## src/rtl/vga_timing_pkg.sv

```systemverilog
// Shared timing defaults, raster region encoding and colour-bar helpers for the VGA timing block.
// Default build has no pattern output; VGA_TEST_PATTERN_EN adds the colour-bar generator in the top.
package vga_timing_pkg;

    localparam int COORD_W = 10;

    localparam int H_ACTIVE_DEF = 640;
    localparam int H_FP_DEF     = 16;
    localparam int H_SYNC_DEF   = 96;
    localparam int H_BP_DEF     = 48;
    localparam int H_TOTAL_DEF  = H_ACTIVE_DEF + H_FP_DEF + H_SYNC_DEF + H_BP_DEF;

    localparam int V_ACTIVE_DEF = 480;
    localparam int V_FP_DEF     = 10;
    localparam int V_SYNC_DEF   = 2;
    localparam int V_BP_DEF     = 33;
    localparam int V_TOTAL_DEF  = V_ACTIVE_DEF + V_FP_DEF + V_SYNC_DEF + V_BP_DEF;

    typedef enum logic [1:0] {
        RGN_ACTIVE      = 2'd0,
        RGN_FRONT_PORCH = 2'd1,
        RGN_SYNC        = 2'd2,
        RGN_BACK_PORCH  = 2'd3
    } region_e;

    localparam int BAR_W     = 80;
    localparam int BAR_COUNT = 8;

    // {r,g,b} on/off per bar, left to right
    localparam logic [2:0] BAR_WHITE   = 3'b111;
    localparam logic [2:0] BAR_YELLOW  = 3'b110;
    localparam logic [2:0] BAR_CYAN    = 3'b011;
    localparam logic [2:0] BAR_GREEN   = 3'b010;
    localparam logic [2:0] BAR_MAGENTA = 3'b101;
    localparam logic [2:0] BAR_RED     = 3'b100;
    localparam logic [2:0] BAR_BLUE    = 3'b001;
    localparam logic [2:0] BAR_BLACK   = 3'b000;

    // x/80 without a divider: compare chain against bar boundaries
    function automatic logic [2:0] bar_index(input logic [COORD_W-1:0] x);
        logic [2:0] idx;
        idx = 3'd0;
        for (int i = 1; i < BAR_COUNT; i++) begin
            if (x >= COORD_W'(i * BAR_W)) begin
                idx = 3'(i);
            end
        end
        return idx;
    endfunction

    function automatic logic [2:0] bar_rgb(input logic [2:0] idx);
        logic [2:0] c;
        case (idx)
            3'd0:    c = BAR_WHITE;
            3'd1:    c = BAR_YELLOW;
            3'd2:    c = BAR_CYAN;
            3'd3:    c = BAR_GREEN;
            3'd4:    c = BAR_MAGENTA;
            3'd5:    c = BAR_RED;
            3'd6:    c = BAR_BLUE;
            default: c = BAR_BLACK;
        endcase
        return c;
    endfunction

endpackage

```

## src/rtl/vga_axis_counter.sv

```systemverilog
// One raster axis: wrapping position counter plus active/sync region decode.
// Latency: count registered; wrap/in_active/in_sync combinational from count. Holds while advance is low.
module vga_axis_counter
    import vga_timing_pkg::*;
#(
    parameter int ACTIVE = 640,
    parameter int FP     = 16,
    parameter int SYNC   = 96,
    parameter int BP     = 48
) (
    input  logic               clk_25,
    input  logic               reset_n,
    input  logic               advance,
    output logic [COORD_W-1:0] count,
    output logic               wrap,
    output logic               in_active,
    output logic               in_sync
);

    localparam int TOTAL = ACTIVE + FP + SYNC + BP;

    localparam logic [COORD_W-1:0] LAST     = COORD_W'(TOTAL - 1);
    localparam logic [COORD_W-1:0] ACT_END  = COORD_W'(ACTIVE);
    localparam logic [COORD_W-1:0] SYNC_LO  = COORD_W'(ACTIVE + FP);
    localparam logic [COORD_W-1:0] SYNC_HI  = COORD_W'(ACTIVE + FP + SYNC);

    region_e region;

    always_comb begin
        if (count < ACT_END) begin
            region = RGN_ACTIVE;
        end else if (count < SYNC_LO) begin
            region = RGN_FRONT_PORCH;
        end else if (count < SYNC_HI) begin
            region = RGN_SYNC;
        end else begin
            region = RGN_BACK_PORCH;
        end
    end

    assign in_active = (region == RGN_ACTIVE);
    assign in_sync   = (region == RGN_SYNC);
    assign wrap      = advance && (count == LAST);

    always_ff @(posedge clk_25) begin
        if (!reset_n) begin
            count <= '0;
        end else if (advance) begin
            count <= (count == LAST) ? '0 : count + 1'b1;
        end
    end

endmodule

```

## src/rtl/vga_timing_gen.sv

```systemverilog
// 640x480@60 raster timing: syncs, display enable, coordinates and line/frame strobes. 1-cycle registered latency.
// pix_en low freezes counters and outputs (strobes drop to 0); VGA_TEST_PATTERN_EN adds 8-bar rgb outputs.
module vga_timing_gen
    import vga_timing_pkg::*;
#(
    parameter int   H_ACTIVE    = vga_timing_pkg::H_ACTIVE_DEF,
    parameter int   H_FP        = vga_timing_pkg::H_FP_DEF,
    parameter int   H_SYNC      = vga_timing_pkg::H_SYNC_DEF,
    parameter int   H_BP        = vga_timing_pkg::H_BP_DEF,
    parameter int   V_ACTIVE    = vga_timing_pkg::V_ACTIVE_DEF,
    parameter int   V_FP        = vga_timing_pkg::V_FP_DEF,
    parameter int   V_SYNC      = vga_timing_pkg::V_SYNC_DEF,
    parameter int   V_BP        = vga_timing_pkg::V_BP_DEF,
    parameter logic SYNC_ACTIVE = 1'b0
) (
    input  logic               clk_25,
    input  logic               reset_n,
    input  logic               pix_en,
    output logic               h_sync,
    output logic               v_sync,
    output logic               disp_en,
    output logic [COORD_W-1:0] pixel_x,
    output logic [COORD_W-1:0] pixel_y,
    output logic               line_start,
    output logic               frame_start
`ifdef VGA_TEST_PATTERN_EN
    ,
    output logic [3:0]         rgb_r,
    output logic [3:0]         rgb_g,
    output logic [3:0]         rgb_b
`endif
);

    logic [COORD_W-1:0] h_cnt;
    logic [COORD_W-1:0] v_cnt;
    logic               h_wrap;
    logic               h_in_active;
    logic               h_in_sync;
    logic               v_wrap_unused;
    logic               v_in_active;
    logic               v_in_sync;
    logic               vis_next;

    vga_axis_counter #(
        .ACTIVE (H_ACTIVE),
        .FP     (H_FP),
        .SYNC   (H_SYNC),
        .BP     (H_BP)
    ) u_h_axis (
        .clk_25    (clk_25),
        .reset_n   (reset_n),
        .advance   (pix_en),
        .count     (h_cnt),
        .wrap      (h_wrap),
        .in_active (h_in_active),
        .in_sync   (h_in_sync)
    );

    // The vertical axis steps once per completed line
    vga_axis_counter #(
        .ACTIVE (V_ACTIVE),
        .FP     (V_FP),
        .SYNC   (V_SYNC),
        .BP     (V_BP)
    ) u_v_axis (
        .clk_25    (clk_25),
        .reset_n   (reset_n),
        .advance   (h_wrap),
        .count     (v_cnt),
        .wrap      (v_wrap_unused),
        .in_active (v_in_active),
        .in_sync   (v_in_sync)
    );

    assign vis_next = h_in_active && v_in_active;

    // Outputs capture the counter position being left on each enabled edge
    always_ff @(posedge clk_25) begin
        if (!reset_n) begin
            h_sync      <= ~SYNC_ACTIVE;
            v_sync      <= ~SYNC_ACTIVE;
            disp_en     <= 1'b0;
            pixel_x     <= '0;
            pixel_y     <= '0;
            line_start  <= 1'b0;
            frame_start <= 1'b0;
        end else if (pix_en) begin
            h_sync      <= h_in_sync ? SYNC_ACTIVE : ~SYNC_ACTIVE;
            v_sync      <= v_in_sync ? SYNC_ACTIVE : ~SYNC_ACTIVE;
            disp_en     <= vis_next;
            pixel_x     <= h_cnt;
            pixel_y     <= v_cnt;
            line_start  <= (h_cnt == '0);
            frame_start <= (h_cnt == '0) && (v_cnt == '0);
        end else begin
            line_start  <= 1'b0;
            frame_start <= 1'b0;
        end
    end

`ifdef VGA_TEST_PATTERN_EN
    logic [2:0] bar_col;

    always_comb begin
        bar_col = bar_rgb(bar_index(h_cnt));
    end

    always_ff @(posedge clk_25) begin
        if (!reset_n) begin
            rgb_r <= 4'h0;
            rgb_g <= 4'h0;
            rgb_b <= 4'h0;
        end else if (pix_en) begin
            rgb_r <= vis_next ? {4{bar_col[2]}} : 4'h0;
            rgb_g <= vis_next ? {4{bar_col[1]}} : 4'h0;
            rgb_b <= vis_next ? {4{bar_col[0]}} : 4'h0;
        end
    end
`endif

endmodule
```

## config.mk

```make
export PLATFORM = sky130hd
export DESIGN_NAME = vga_timing_gen
export DESIGN_NICKNAME = d
export VERILOG_FILES = /design/src/rtl/vga_timing_pkg.sv /design/src/rtl/vga_axis_counter.sv /design/src/rtl/vga_timing_gen.sv
export SDC_FILE = /design/constraint.sdc
export NUM_CORES = 1
export LEC_CHECK = 0
export ABC_CLOCK_PERIOD_IN_PS = 4850
export CAP_MARGIN = 5
export CORE_ASPECT_RATIO = 1.25
export CORE_MARGIN = 2
export CORE_UTILIZATION = 24
export DETAILED_ROUTE_END_ITERATION = 8
export HOLD_SLACK_MARGIN = 0.03
export PLACE_DENSITY = 0.51
export SYNTH_ARGS = -nofsm -noshare
export SYNTH_HDL_FRONTEND = slang
export SYNTH_SLANG_ARGS = --single-unit
export TNS_END_PERCENT = 20
```

## constraint.sdc

```tcl
create_clock -name clk_25 -period 4.85 [get_ports clk_25]
set_input_delay 0.97 -clock clk_25 [delete_from_list [all_inputs] [get_ports clk_25]]
set_output_delay 0.97 -clock clk_25 [all_outputs]
set_load 0.1 [all_outputs]
```

==> flow_summary.yaml <==
run_status:
  status: "complete, no violations"
timing:
  clock_skew_ns: 0.0120
  slew_headroom: 0.349
  setup_viol: 0
  fmax_ghz: 0.362
  tightestPinTransition_ns: 0.974
  final_max_slew_viol_count: 0
  fin_crit_sh: 0.569
  finalHoldViolCount: 0
  fin_tns_setup_ns: 0
  post-route-min-period_ns: 2.76
  rsz0062_at_grt: "no"
grt:
  grt_pass1_wl_um: 7510
  grt_max_degree: 37
  grt_use_total: 0.104
  grt_overflow: 0
  grt_pass1_vias: 1480
  antenna_found_initial: 0
route:
  wl_met1_um: 2100
  vias_per_cell: 4.46
  wl_um: 4390
  drtPass1Iterations: 4
  route.met2.wl_um: 2080
  vias: 1495
  wl_per_cell_um: 13.1
  routed.top_layer: "met4"
  ant_nets: 0
  drc: 0
  wl_met3_um: 113
  drt_iter0_markers: 62
yosys:
  syn_area_per_cell_um2: 9.45
  synth_seq_area_share: 0.445
  synth_edf_count: 0
  synth.distinct_cells: 40
  async_reset_ff_frac: 0
  yosysTopAreaCellShare: 0.445
  syn-num-nets: 221
  yosys_warnings: 0
  yosys.area.top_type: "dfxtp_1"
  ys_ff_latch: 45
  synth_flop_cell: "dfxtp_1"
  syn_area_mm2: 0.00202
  yosys-top-cells-area: "dfxtp_1 45%, mux2i_1 10%, nor2b_1 6.5%"
  synthCells: 214
die:
  fp-row-count: 37
  core_mm2: 0.00819
  fp.dieArea_mm2: 0.00918
  start_util: 0.247
  die_w_um: 86.1
  die_y_um: 107
  ios: 28
setup_path:
  path_class: "reg2out"
  worstSetupEndpointType: "output pin"
  critPathSlowestCell: "clkdlybuf4s50_1"
  critPathRequiredTime_ns: 3.88
  crit_family: "buffers and inverters"
  worst_ep_arrival_time_ns: 1.79
  critPathMaxStageDelay_ns: 1.14
  worstPathMaxFanout: 2
  path_buf_inv: 1
  start_kind: "register"
  path_cells: "clkdlybuf4s50_1"
place:
  place_congestion: 0.781
  dp_hpwl_um: 2960
  port_buffers: 27
clocking:
  postCtsHoldBufs: 0
  cts_sinks: 45
  clk_pin_slew_ns: 0.08
  clock-root-buffer: "clkbuf_8"
  clk_latency_ns: 0.30
  cts_max_path_buffers: 2
  post-cts-setup-buffers: 0
  cts_tree: "yes"
  post_cts_resized: 0
  cts_made_buffers: 5
  htreeDepth: 2
flow_run:
  max_cap_violations: 0
cells_and_area:
  drive_gt1_frac: 0.0672
  area_delta_synth_final_pct: 23.1
  final_util: 0.304
  nFillCells: 855
  diodes: 0
  finalNetCount: 244
power:
  power_leakage_nw: 0.908
  peakVddDrop_v: 0.000123
  p_per_area_mw_per_mm2: 286
min_path:
  worstHoldPathType: "reg2reg"
## state kept, by name (all words and copies together) (netlist names)
signal,flops
u_h_axis.count,10
u_v_axis.count,10
pixel_y,10
disp_en,1
h_sync,1
pixel_x,10
v_sync,1
frame_start,1
line_start,1
## cell usage after synthesis (2+ instances only)
cell type  instances
dfxtp_1           45
mux2i_1           21
nor2b_1           21
nor2_1            15
nand2_1           13
nand3_1            9
o21ai_0            7
xor2_1             7
clkbuf_1           6
xnor2_1            6
and2_1             5
inv_1              5
nor4_1             5
and3_1             4
ha_1               4
nor3_1             4
buf_1              3
buf_2              3
a21boi_0           2
a21oi_1            2
and4_1             2
nand2b_1           2
nand4_1            2
nand4bb_1          2
o22ai_1            2
o311ai_0           2
or3_1              2
## worst reg2reg max path, stage by stage, from the launching register on
cell and delay, ns:
dfxtp_1 0.40, ha_1 0.30, nand4_4 0.18, or4_4 0.62
or3_1 0.36, a21oi_1 0.13
## routing by layer
layer  vias up  GRT usage
li1        781          -
met1       683      0.134
met2        25      0.164
met3         6     0.0200
met4         0     0.0533
met5         -          0
## cell families after synthesis
logic type,after synthesis,synth area share
xor+xnor,13,0.0563
buf+inv,18,0.0359
simple gates,97,0.287
flops,45,0.445
compound gates,16,0.0470
fa+ha+maj,4,0.0247
mux,21,0.104
## power breakdown
part | internal (mW) | total (mW) | switching (mW)
sequential | 0.373 | 0.375 | 0.00246
combinational | 0.0163 | 0.0498 | 0.0335
clock | 0.154 | 0.287 | 0.133
## metrics by stage
step | hold slack, ns | instances | setup slack, ns | instance area [um2] | total power [mW]
finish | 0.481 | 335 | 2.09 | 2490 | 0.712
global route | 0.503 | 335 | 1.89 | 2490 | 0.738
CTS | 0.488 | 335 | 2.07 | 2490 | 0.723
detailed placement | 0.476 | 327 | 1.77 | 2380 | 0.434
global placement | 0.473 | 327 | 1.81 | 2380 | 0.434
floorplan | 0.479 | 214 | 2.52 | 2020 | 0.423
## final timing paths
kind | from | to | slack, ns | cells past startpoint
min | disp_en$_SDFFE_PN0P_ | disp_en$_SDFFE_PN0P_ | 0.48 | 2
min reg2reg | disp_en$_SDFFE_PN0P_ | disp_en$_SDFFE_PN0P_ | 0.48 | 2
max reg2reg | u_h_axis.count[0]$_SDFFE_PN0P_ | u_v_axis.count[9]$_SDFFE_PN0P_ | 2.81 | 5
max | v_sync$_SDFFE_PN1P_ | v_sync | 2.09 | 1
## cell type report
class | count | area [um2] | area share
Clock inverter | 3 | 46.3 | 0.0186
Tap cell | 97 | 121 | 0.0487
Clock buffer | 5 | 68.8 | 0.0276
Inverter | 5 | 18.8 | 0.00753
Multi-Input combinational cell | 151 | 1050 | 0.421
Timing Repair Buffer | 29 | 285 | 0.115
Sequential cell | 45 | 901 | 0.362
## cell usage in the layout, fill, tap and decap left out, types with 4 or more instances in the layout
cell             synthesis  routed
clkbuf_8                 0       5
xor2_1                   7       7
inv_1                    5       5
xnor2_1                  6       6
nand2_1                 13      13
nor2_1                  15      15
and2_1                   5       5
nand3_1                  9       9
and3_1                   4       4
ha_1                     4       4
clkdlybuf4s50_1          0      27
nor2b_1                 21      21
o21ai_0                  7       7
mux2i_1                 21      21
dfxtp_1                 45      45
nor4_1                   5       5
nor3_1                   4       4
Power figures use the tool's default switching activity.
